`src/rtl/bcd_pkg.sv`:
```
// Shared types and helpers for the digit-serial BCD add/subtract datapath.
package bcd_pkg;

  localparam int DIGIT_W = 4;
  localparam logic [DIGIT_W-1:0] BCD_NINE = 4'd9;
  localparam int MAX_NDIG = 32;

  typedef enum logic [1:0] {IDLE, ADD, FIX, DONE} state_t;

  // Vectors narrower than MAX_NDIG digits are zero-extended by the caller.
  function automatic logic [DIGIT_W-1:0] digit_at(input logic [DIGIT_W*MAX_NDIG-1:0] vec,
                                                  input int unsigned i);
    return vec[i*DIGIT_W +: DIGIT_W];
  endfunction

endpackage

```
`src/rtl/bcd_digit_adder.sv`:
```
// One decimal digit of addition: x + y + cin with BCD correction.
module bcd_digit_adder
  import bcd_pkg::*;
(
  input  logic [DIGIT_W-1:0] x,
  input  logic [DIGIT_W-1:0] y,
  input  logic               cin,
  output logic [DIGIT_W-1:0] digit,
  output logic               cout
);

  logic [DIGIT_W:0] sum;
  logic [DIGIT_W:0] adj;

  // Adding 6 skips the six unused codes, so the low bits land on s-10.
  always_comb begin
    sum = {1'b0, x} + {1'b0, y} + {{DIGIT_W{1'b0}}, cin};
    adj = sum + (DIGIT_W+1)'(6);
    if (sum > (DIGIT_W+1)'(9)) begin
      digit = adj[DIGIT_W-1:0];
      cout  = 1'b1;
    end else begin
      digit = sum[DIGIT_W-1:0];
      cout  = 1'b0;
    end
  end

endmodule

```
`src/rtl/bcd_serial_addsub.sv`:
```
// Digit-serial BCD adder/subtractor, LSD first, with a recomplement pass for negative results.
// Optional operand digit checking is built when BCD_DIGIT_CHECK_EN is defined.
module bcd_serial_addsub
  import bcd_pkg::*;
#(
  parameter int NDIG = 4
) (
  input  logic                    clk,
  input  logic                    rst,
  input  logic                    start,
  input  logic                    mode,
  input  logic [DIGIT_W*NDIG-1:0] a,
  input  logic [DIGIT_W*NDIG-1:0] b,
  output logic                    busy,
  output logic                    done,
  output logic [DIGIT_W*NDIG-1:0] result,
  output logic                    sign,
  output logic                    cout,
  output logic                    err
);

  localparam int W  = DIGIT_W*NDIG;
  localparam int IW = (NDIG > 1) ? $clog2(NDIG) : 1;
  localparam int XW = DIGIT_W*MAX_NDIG;
  localparam logic [IW-1:0] LAST_IDX = IW'(NDIG-1);

  state_t           state;
  logic [W-1:0]     a_r;
  logic [W-1:0]     b_r;
  logic             mode_r;
  logic [IW-1:0]    idx;
  logic             carry;

  logic [DIGIT_W-1:0] x;
  logic [DIGIT_W-1:0] y;
  logic [DIGIT_W-1:0] bdig;
  logic [DIGIT_W-1:0] dsum;
  logic               dcarry;
  logic               last;
  logic               to_done;

  // ADD feeds a and (possibly complemented) b; FIX complements the stored result.
  always_comb begin
    bdig = digit_at(XW'(b_r), 32'(idx));
    if (state == FIX) begin
      x = BCD_NINE - digit_at(XW'(result), 32'(idx));
      y = '0;
    end else begin
      x = digit_at(XW'(a_r), 32'(idx));
      y = mode_r ? (BCD_NINE - bdig) : bdig;
    end
    last    = (idx == LAST_IDX);
    to_done = ((state == ADD) && last && (!mode_r || dcarry)) ||
              ((state == FIX) && last);
  end

  bcd_digit_adder u_digit (
    .x     (x),
    .y     (y),
    .cin   (carry),
    .digit (dsum),
    .cout  (dcarry)
  );

  always_ff @(posedge clk) begin
    if (rst) begin
      state  <= IDLE;
      a_r    <= '0;
      b_r    <= '0;
      mode_r <= 1'b0;
      idx    <= '0;
      carry  <= 1'b0;
      busy   <= 1'b0;
      done   <= 1'b0;
      result <= '0;
      sign   <= 1'b0;
      cout   <= 1'b0;
    end else begin
      done <= 1'b0;
      unique case (state)
        IDLE, DONE: begin
          state <= IDLE;
          if (start) begin
            a_r    <= a;
            b_r    <= b;
            mode_r <= mode;
            idx    <= '0;
            carry  <= mode;
            result <= '0;
            sign   <= 1'b0;
            cout   <= 1'b0;
            busy   <= 1'b1;
            state  <= ADD;
          end
        end
        ADD: begin
          result[idx*DIGIT_W +: DIGIT_W] <= dsum;
          carry <= dcarry;
          idx   <= idx + 1'b1;
          if (last) begin
            if (!mode_r) begin
              cout <= dcarry;
            end else if (!dcarry) begin
              // No end-around carry means the 10's complement result is negative.
              sign  <= 1'b1;
              idx   <= '0;
              carry <= 1'b1;
              state <= FIX;
            end
          end
          if (to_done) begin
            busy  <= 1'b0;
            done  <= 1'b1;
            state <= DONE;
          end
        end
        FIX: begin
          result[idx*DIGIT_W +: DIGIT_W] <= dsum;
          carry <= dcarry;
          idx   <= idx + 1'b1;
          if (to_done) begin
            busy  <= 1'b0;
            done  <= 1'b1;
            state <= DONE;
          end
        end
        default: state <= IDLE;
      endcase
    end
  end

`ifdef BCD_DIGIT_CHECK_EN
  logic bad;
  logic err_q;

  always_comb begin
    bad = 1'b0;
    for (int i = 0; i < NDIG; i++) begin
      if (a_r[i*DIGIT_W +: DIGIT_W] > BCD_NINE || b_r[i*DIGIT_W +: DIGIT_W] > BCD_NINE)
        bad = 1'b1;
    end
  end

  // Flag is captured alongside done so it stays valid with the result.
  always_ff @(posedge clk) begin
    if (rst)
      err_q <= 1'b0;
    else if ((state == IDLE || state == DONE) && start)
      err_q <= 1'b0;
    else if (to_done)
      err_q <= bad;
  end

  assign err = err_q;
`else
  assign err = 1'b0;
`endif

endmodule

```
`config.mk`:
```
export PLATFORM = sky130hd
export DESIGN_NAME = bcd_serial_addsub
export DESIGN_NICKNAME = d
export VERILOG_FILES = /design/src/rtl/bcd_pkg.sv /design/src/rtl/bcd_digit_adder.sv /design/src/rtl/bcd_serial_addsub.sv
export SDC_FILE = /design/constraint.sdc
export NUM_CORES = 1
export LEC_CHECK = 0
export CORE_MARGIN = 2
export CORE_UTILIZATION = 40
export DETAILED_ROUTE_END_ITERATION = 10
export PLACE_DENSITY_LB_ADDON = 0.3
export SYNTH_ARGS = -nofsm -noshare
export SYNTH_HDL_FRONTEND = slang
export SYNTH_SLANG_ARGS = --single-unit
```
`constraint.sdc`:
```
create_clock -name clk -period 4 [get_ports clk]
set_clock_uncertainty 0.1 [all_clocks]
set_input_delay 0.6 -clock clk [delete_from_list [all_inputs] [get_ports clk]]
set_output_delay 0.6 -clock clk [all_outputs]
set_load 0.02 [all_outputs]
```
==> flow_summary.ini, run 1 <==
[worst_setup_path]
critical_path.max_stage_delay_ns = 0.52
crit_buf_inv = 3
start_kind = flip-flop
path_class = flip-flop to flip-flop
crit_required_ns = 4.18
crit_fanout = 7
endpoint_kind = flip-flop
cp_cell_sequence = buf_4 > mux4_2 > nor2_1 > a21oi_1 > fa_1 > inv_1 > fa_1 > inv_1 > ha_1 > a22oi_2 > a31oi_4 > nor2b_1 > a211oi_2 > a22o_1
arrival_ns = 3.91
crit_family = compound AO/OA/AOI/OAI gates
cpMaxStageDelayCell = mux4_2

[cts]
clk_latency_ns = 0.33
cts_root_buf = clkbuf_8
cts_hold_buf = 0
cts.path.max_buffers = 2
cts_tree = yes
clk_pin_slew_ns = 0.07
cts.repair.resized = 0
cts_setup_buffers = 0
cts_inserted_buffers = 9
htree_levels = 3
cts.sinks = 58

[final_layout]
final_common_cell = nand2_1
final_area_mm2 = 0.003756
mostFrequentLayoutCells = nand2_1 (77), dfxtp_1 (56), clkdlybuf4s50_1 (54)
drive_gt1_share_pct = 11.42
diodes = 0
area_growth_syn_to_layout_pct = 30.18
nets = 440

[routing]
viasPerCell = 5.188
wirelength_um = 6791
wl_met1_um = 3082
met2_wirelength_um = 3319
drc = 0
wl_per_cell_um = 13.86
met3_length_um = 305
vias = 2542
drtAntennaViolNets = 0
drtIter0Drc = 186
maxUsedRoutingLayer = met4
dr.pass1.iters = 4

[grt]
grt_pass1_wl_um = 11310
antenna_found_initial = 0
grt_overflow = 0
grt_pass1_vias = 2448
globalRouteTotalUtil_pct = 18.67
grt_max_degree = 58

[logic_synthesis]
ys_warn_count = 0
syn_nets = 386
yosysUniqueCellTypes = 42
syn_area_mm2 = 0.002885
synth-seq-cells = 58
synth_edf_count = 0
ys_seq_area_share_pct = 40.24
syn_area_per_cell_um2 = 8.613
async_flop_share_pct = 0
synth_flop_cell = dfxtp_1
syn_inst = 335

[power]
power.switching_uw = 941.1
power.internal_mw = 1.541
power_frac_seq_pct = 30.9
p_leak_nw = 1.454
irDropWorstVdd_v = 0.0002761
pwr-share-clk_pct = 24.0
power_density_mw_per_mm2 = 660.8
combPwrFrac_pct = 45.1
swShare_pct = 37.92

[die]
io_pins = 57
rows = 30
start_util_pct = 42.00
core_mm2 = 0.006869
fp.dieW_um = 88.93
die-area_mm2 = 0.007909
chipHeight_um = 88.93

[timing]
fmax_mhz = 268.2
drv_slew = 0
relSlewSlack_pct = 31.88
setup_ws_ns = 0.2714
rsz0062_at_grt = no
setup_violations = 0
hold_viol_final = 0
finalCritPeriodShare_pct = 93.22
worst_pin_slew_ns = 1.022
fin_crit_ns = 3.729
tns_ns = 0

[placed_design]
dp_hpwl_um = 4876
globalplace.congestion = 0.8967
dpl_cell_area_mm2 = 0.003531
dpl_worst_slack_ns = 0.1386
port-buffer-count = 55

[flow_run]
cap_violations = 0

[worst_hold_path]
min_path_type = flip-flop to flip-flop

[outcome]
status = completed
[worst min-delay path, cell delays in order, from the launching register on]
cell     delay, ns
dfxtp_1       0.31
nand2_1       0.05
a21oi_1       0.05
[Yosys cell counts (all sizes together) (4+ instances only)]
library cell | n | area share (%)
a22oi | 9 | 2.3
clkbuf | 14 | 1.8
nor2b | 5 | 1.1
o21ai | 10 | 1.7
nand2 | 77 | 10
a21oi | 44 | 7.6
mux4 | 12 | 9.4
a22o | 8 | 2.4
ha | 13 | 5.6
a21o | 4 | 1.1
dfxtp | 58 | 40
buf | 6 | 0.95
inv | 16 | 2.1
nor2 | 24 | 3.1
[power by group through the flow]
| stage | clock network [mW] | registers [mW] | logic [mW] |
|---|---|---|---|
| 6_report | 0.595 | 0.767 | 1.12 |
| 3_5_place_dp | 0 | 0.780 | 1.09 |
| 4_1_cts | 0.604 | 0.767 | 1.10 |
| 3_3_place_gp | 0 | 0.777 | 1.07 |
| 5_1_grt | 0.635 | 0.782 | 1.24 |
| 2_1_floorplan | 0 | 0.780 | 0.784 |
[logic make-up (layout without fill, tap and decap cells)]
group,after synthesis,in the layout,synth area share [%]
multiplexers,13,13,9.714
AO/OA/AOI/OAI,86,86,18.91
AND/OR/NAND/NOR,120,120,17.48
buffers and inverters,37,96,4.987
other,1,1,0.1300
flip-flops,58,58,40.24
XOR/XNOR,5,5,1.518
adder cells (fa/ha/maj),15,15,7.025
[metal layers]
metal	global-route usage [%]	up-vias
met3	5.263	8
li1	-	1267
met1	24.81	1205
met2	29.38	62
met5	0	-
met4	6.513	0
[stage by stage]
| stage | util [%] | std cells | hold slack (ns) | power (mW) |
|---|---|---|---|---|
| floorplan | - | 335 | 0.3331 | 1.564 |
| global placement | 51.40 | 474 | 0.3413 | 1.850 |
| detailed placement | 51.40 | 474 | 0.3463 | 1.872 |
| CTS | 54.57 | 490 | 0.3547 | 2.472 |
| global route | 54.68 | 490 | 0.3709 | 2.656 |
| finish | 54.68 | 490 | 0.3526 | 2.482 |
[final cells by class]
type,count,area (um^2)
fill,604,3113
multi-input combinational,240,1585
sequential,58,1164
timing repair buffer,63,605.6
clock buffer,10,137.6
tap,96,120.1
clock inverter,6,80.08
inverter,17,63.81
[path summary, 6_finish.rpt]
kind	slack, ns	depth (start not counted)	from	end
setup / recovery	0.27	14	idx[0]	result[10]
hold / removal	0.35	2	a_r[3]	a_r[3]
setup reg to reg	0.27	14	idx[0]	result[10]
hold reg to reg	0.35	2	a_r[3]	a_r[3]
[sequential cells by signal, indices dropped and copies added (netlist names)]
name    flops
mode_r      1
busy        1
cout        1
carry       1
result     16
b_r        16
sign        1
idx         2
done        1
a_r        16
state       2
(Power assumes the default switching activity.)
==> run 2, diff against run 1 <==
ABC_CLOCK_PERIOD_IN_PS = 4000   (was unset)
REMOVE_ABC_BUFFERS = 1   (was unset)
==> flow_summary.ini, run 2 (synthesized netlist as in run 1, its figures left out) <==
[grt]
antenna_found_initial = 0
grt_pass1_wl_um = 10910
globalRouteTotalUtil_pct = 17.57
grt_overflow = 0
grt_pass1_vias = 2432
grt_max_degree = 36

[die]
start_util_pct = 42.00
fp.dieW_um = 88.93
io_pins = 57
die-area_mm2 = 0.007909
core_mm2 = 0.006869
chipHeight_um = 88.93
rows = 30

[worst_setup_path]
r2r-start = idx[0]
r2r-end = state[0]
rr_worst_depth = 14
endpoint_kind = flip-flop
crit_required_ns = 4.15
arrival_ns = 3.88
start_kind = flip-flop
path_class = flip-flop to flip-flop
r2r_slack_ns = 0.27
crit_fanout = 10

[final_layout]
reg.largest.list = a_r: 16 flops, b_r: 16 flops, result: 16 flops
drive_gt1_share_pct = 10.00
area_growth_syn_to_layout_pct = 27.58
mostFrequentLayoutCells = nand2_1 (77), dfxtp_1 (58), clkdlybuf4s50_1 (54)
final_core_util_pct = 53.59
diodes = 0
nFillCells = 647
nets = 438
final_common_cell = nand2_1

[power]
combPwrFrac_pct = 47.5
power_density_mw_per_mm2 = 624.0
power.switching_uw = 910.2
pwr-share-clk_pct = 19.6
power.internal_mw = 1.387
swShare_pct = 39.62
p_leak_nw = 1.417
report.power.total_mw = 2.297
power_frac_seq_pct = 32.9
irDropWorstVdd_v = 0.0002067

[timing]
fmax_mhz = 268.2
fin_crit_ns = 3.729
finalCritPeriodShare_pct = 93.23
setup_violations = 0
hold_viol_final = 0
drv_slew = 0
worst_pin_slew_ns = 0.5459
relSlewSlack_pct = 63.33
setup_ws_ns = 0.2709

[cts]
cts.sinks = 58
cts_inserted_buffers = 9
clk_pin_slew_ns = 0.07
cts_root_buf = clkbuf_8
htree_levels = 3
cts_setup_buffers = 0
clk_latency_ns = 0.33
cts.path.max_buffers = 2
cts_tree = yes
cts_hold_buf = 0

[worst_hold_path]
whs_endpoint = b_r[4]
min_path_type = flip-flop to flip-flop
min_path_cells = 2
hp-start = b_r[4]

[routing]
vias = 2480
wl_per_cell_um = 13.23
dr.pass1.iters = 4
drtIter0Drc = 183
wirelength_um = 6430
drtAntennaViolNets = 0
viasPerCell = 5.103
drc = 0

[flow_run]
cap_violations = 0

[outcome]
status = completed

[placed_design]
globalplace.congestion = 0.9422
port-buffer-count = 55
dp_hpwl_um = 4760
dpl_worst_slack_ns = 0.1640
[run 2: changes by cell type in the layout (fill, tap and decap cells not counted), sizes merged]
cell	previous run	this run
buf	9	7
bufinv	2	0
[run 2: final cells by class]
type | count | area, um^2 | area share [%]
Sequential cell | 58 | 1161 | 31.54
Inverter | 17 | 63.81 | 1.734
Timing Repair Buffer | 61 | 590.6 | 16.04
Multi-Input combinational cell | 240 | 1588 | 43.13
Tap cell | 96 | 120.1 | 3.263
Clock buffer | 10 | 137.6 | 3.739
Clock inverter | 4 | 20.02 | 0.5438
[run 2: routing by layer]
metal / GRT usage (%) / share of wire (%)
met4: 7.598 / 2.2
met2: 27.54 / 46
met3: 3.139 / 4.1
met5: 0 / 0
met1: 23.94 / 48
[run 2: critical path: stages (launching register included)]
cell and delay (ns):
dfxtp_1 0.33, buf_4 0.22, mux4_2 0.53, xor2_1 0.15, nand2_1 0.10, fa_1 0.19
inv_1 0.07, fa_1 0.43, xnor2_2 0.19, ha_1 0.24, a22oi_1 0.33, a31oi_4 0.19
a21oi_1 0.24, o21ai_1 0.12, a211oi_1 0.23
[run 2: worst max-delay path by stage]
stage | slack [ns] | depth (start not counted) | start | to
finish | 0.27 | 14 | idx[0] | state[0]
global route | -0.01 | 14 | idx[0] | state[0]
CTS | 0.17 | 14 | idx[0] | result[2]
detailed placement | 0.16 | 14 | idx[0] | result[10]
global placement | 0.32 | 14 | idx[0] | result[10]
floorplan | 0.05 | 13 | idx[0] | idx[0]
[run 2: power groups by stage]
| stage | Clock [mW] | Combinational, mW | Sequential [mW] |
|---|---|---|---|
| final | 0.450 | 1.09 | 0.756 |
| after global routing | 0.481 | 1.22 | 0.773 |
| after CTS | 0.460 | 1.08 | 0.758 |
| after detailed placement | 0 | 1.08 | 0.770 |
| after global placement | 0 | 1.05 | 0.768 |
| after floorplan | 0 | 0.735 | 0.804 |
[run 2: repair_timing]
action,in CTS,in global routing
hold endpoints to repair,0,0
resized for setup,0,1
setup endpoints to repair,0,6
[run 2: metrics by stage]
step | std cells | hold slack, ns | instance area (um^2) | setup TNS, ns
3_3_place_gp | 472 | 0.3412 | 3516 | 0
4_1_cts | 486 | 0.3540 | 3674 | 0
5_1_grt | 486 | 0.3780 | 3681 | -0.02071
2_1_floorplan | 315 | 0.3271 | 2805 | 0
6_report | 486 | 0.3524 | 3681 | 0
3_5_place_dp | 472 | 0.3453 | 3516 | 0
==> run 3, diff against run 2 <==
CORE_MARGIN = 4   (was 2)
==> flow_summary.ini, run 3 (synthesized netlist as in run 1, its figures left out) <==
[routing]
viasPerCell = 5.090
wl_per_cell_um = 13.79
vias = 2484
drc = 0
drtIter0Drc = 156
drtAntennaViolNets = 0
dr.pass1.iters = 4
wirelength_um = 6729

[timing]
drv_slew = 0
relSlewSlack_pct = 29.64
fin_crit_ns = 3.714
worst_pin_slew_ns = 1.055
hold_viol_final = 0
setup_violations = 0
tns_ns = 0
rsz0062_at_grt = no
fmax_mhz = 269.3
finalCritPeriodShare_pct = 92.84

[die]
io_pins = 57
core_mm2 = 0.006907
die-area_mm2 = 0.008636
rows = 30
chipHeight_um = 92.93
start_util_pct = 41.78
fp.dieW_um = 92.93

[cts]
cts.repair.resized = 0
clk_latency_ns = 0.34
cts_tree = yes
cts_inserted_buffers = 9
cts.path.max_buffers = 2
clk_pin_slew_ns = 0.06
htree_levels = 3
cts.sinks = 58
cts_hold_buf = 0
cts_setup_buffers = 0
cts_root_buf = clkbuf_8

[placed_design]
dp_cells = 473
port-buffer-count = 55
globalplace.congestion = 0.8643
dp_hpwl_um = 4925

[final_layout]
nets = 439
mostFrequentLayoutCells = nand2_1 (77), dfxtp_1 (58), clkdlybuf4s50_1 (54)
area_growth_syn_to_layout_pct = 28.53
drive_gt1_share_pct = 9.694
stdcell_count = 488
diodes = 0
nFillCells = 698
final-seq-area_mm2 = 0.001161
reg.largest.list = a_r: 16 flops, b_r: 16 flops, result: 16 flops
final_common_cell = nand2_1
multi_input_area_mm2 = 0.001580

[worst_hold_path]
min_path_cells = 2
min_path_type = flip-flop to flip-flop
hp-start = b_r[13]
whs_endpoint = b_r[13]

[flow_run]
cap_violations = 0

[worst_setup_path]
r2r_slack_ns = 0.29
endpoint_kind = flip-flop
crit_family = adder cells
r2r-end = idx[0]
path_class = flip-flop to flip-flop
cp_cell_sequence = buf_4 > mux4_2 > xor2_1 > nand2_1 > fa_1 > inv_1 > fa_1 > inv_1 > ha_1 > a22oi_1 > a31oi_4 > a41o_1 > nor4_1 > a31o_2
arrival_ns = 3.84
crit_fanout = 7
crit_buf_inv = 3
rr_worst_depth = 14
r2r-start = idx[0]
critical_path.max_stage_delay_ns = 0.52
start_kind = flip-flop
crit_required_ns = 4.13
cpMaxStageDelayCell = mux4_2

[grt]
grt_overflow = 0
grt_pass1_vias = 2433
globalRouteTotalUtil_pct = 16.48
antenna_found_initial = 0
grt_max_degree = 58
grt_pass1_wl_um = 11200

[power]
p_leak_nw = 1.428
power_density_mw_per_mm2 = 639.3
irDropWorstVdd_v = 0.0002638

[outcome]
status = completed
[run 3: final cells by class]
| cell class | instances | area share, % |
|---|---|---|
| flip-flops and latches | 58 | 31.31 |
| repair buffers | 62 | 16.13 |
| clock buffers | 12 | 3.914 |
| clock inverters | 3 | 1.080 |
| inverters | 17 | 1.721 |
| multi-input cells | 240 | 42.61 |
| well taps | 96 | 3.239 |
[run 3: worst reg2reg max path: cells and delay by family (launching register included)]
family / cells / cell delay, ns
muxes: 1 / 0.52
DFF: 1 / 0.33
buffers and inverters: 3 / 0.36
adders and majority gates: 3 / 1.06
and+or+nand+nor: 2 / 0.14
AOI/OAI and AO/OA: 4 / 0.97
xor gates and xnor gates: 1 / 0.14
[run 3: metal layers]
metal / GRT usage, % / part of all wire, % / up-vias
li1: - / - / 1260
met1: 21.31 / 47 / 1153
met2: 25.67 / 47 / 54
met3: 3.493 / 3.7 / 17
met4: 8.791 / 2.4 / 0
met5: 0 / 0 / -
[run 3: stage by stage]
step           cell area, um^2  power, mW  util [%]  hold slack [ns]  setup WS (ns)
6_report                  3709      2.371     53.70           0.3488         0.2863
5_1_grt                   3709      2.551     53.70           0.3758        0.02638
4_1_cts                   3709      2.384     53.70           0.3543         0.2827
3_5_place_dp              3523      1.865     51.01           0.3456         0.2957
3_3_place_gp              3523      1.836     51.01           0.3399         0.3834
2_1_floorplan             2805      1.539         -           0.3271        0.04639
[run 3: how the worst max path moves through the flow]
stage                     startpoint         end  slack, ns  depth (start not counted)
after floorplan               idx[0]      idx[0]       0.05                         13
after global routing        state[0]   result[1]       0.03                         14
after detailed placement      idx[0]  result[10]       0.30                         14
after CTS                     idx[0]  result[10]       0.28                         14
final                         idx[0]      idx[0]       0.29                         14
after global placement        idx[0]  result[10]       0.38                         14
[run 3: power by group]
| group | switching [mW] | internal (mW) | leakage [nW] |
|---|---|---|---|
| Clock | 0.212 | 0.299 | 0.0962 |
| Combinational | 0.627 | 0.471 | 0.858 |
| Sequential | 0.0695 | 0.692 | 0.474 |
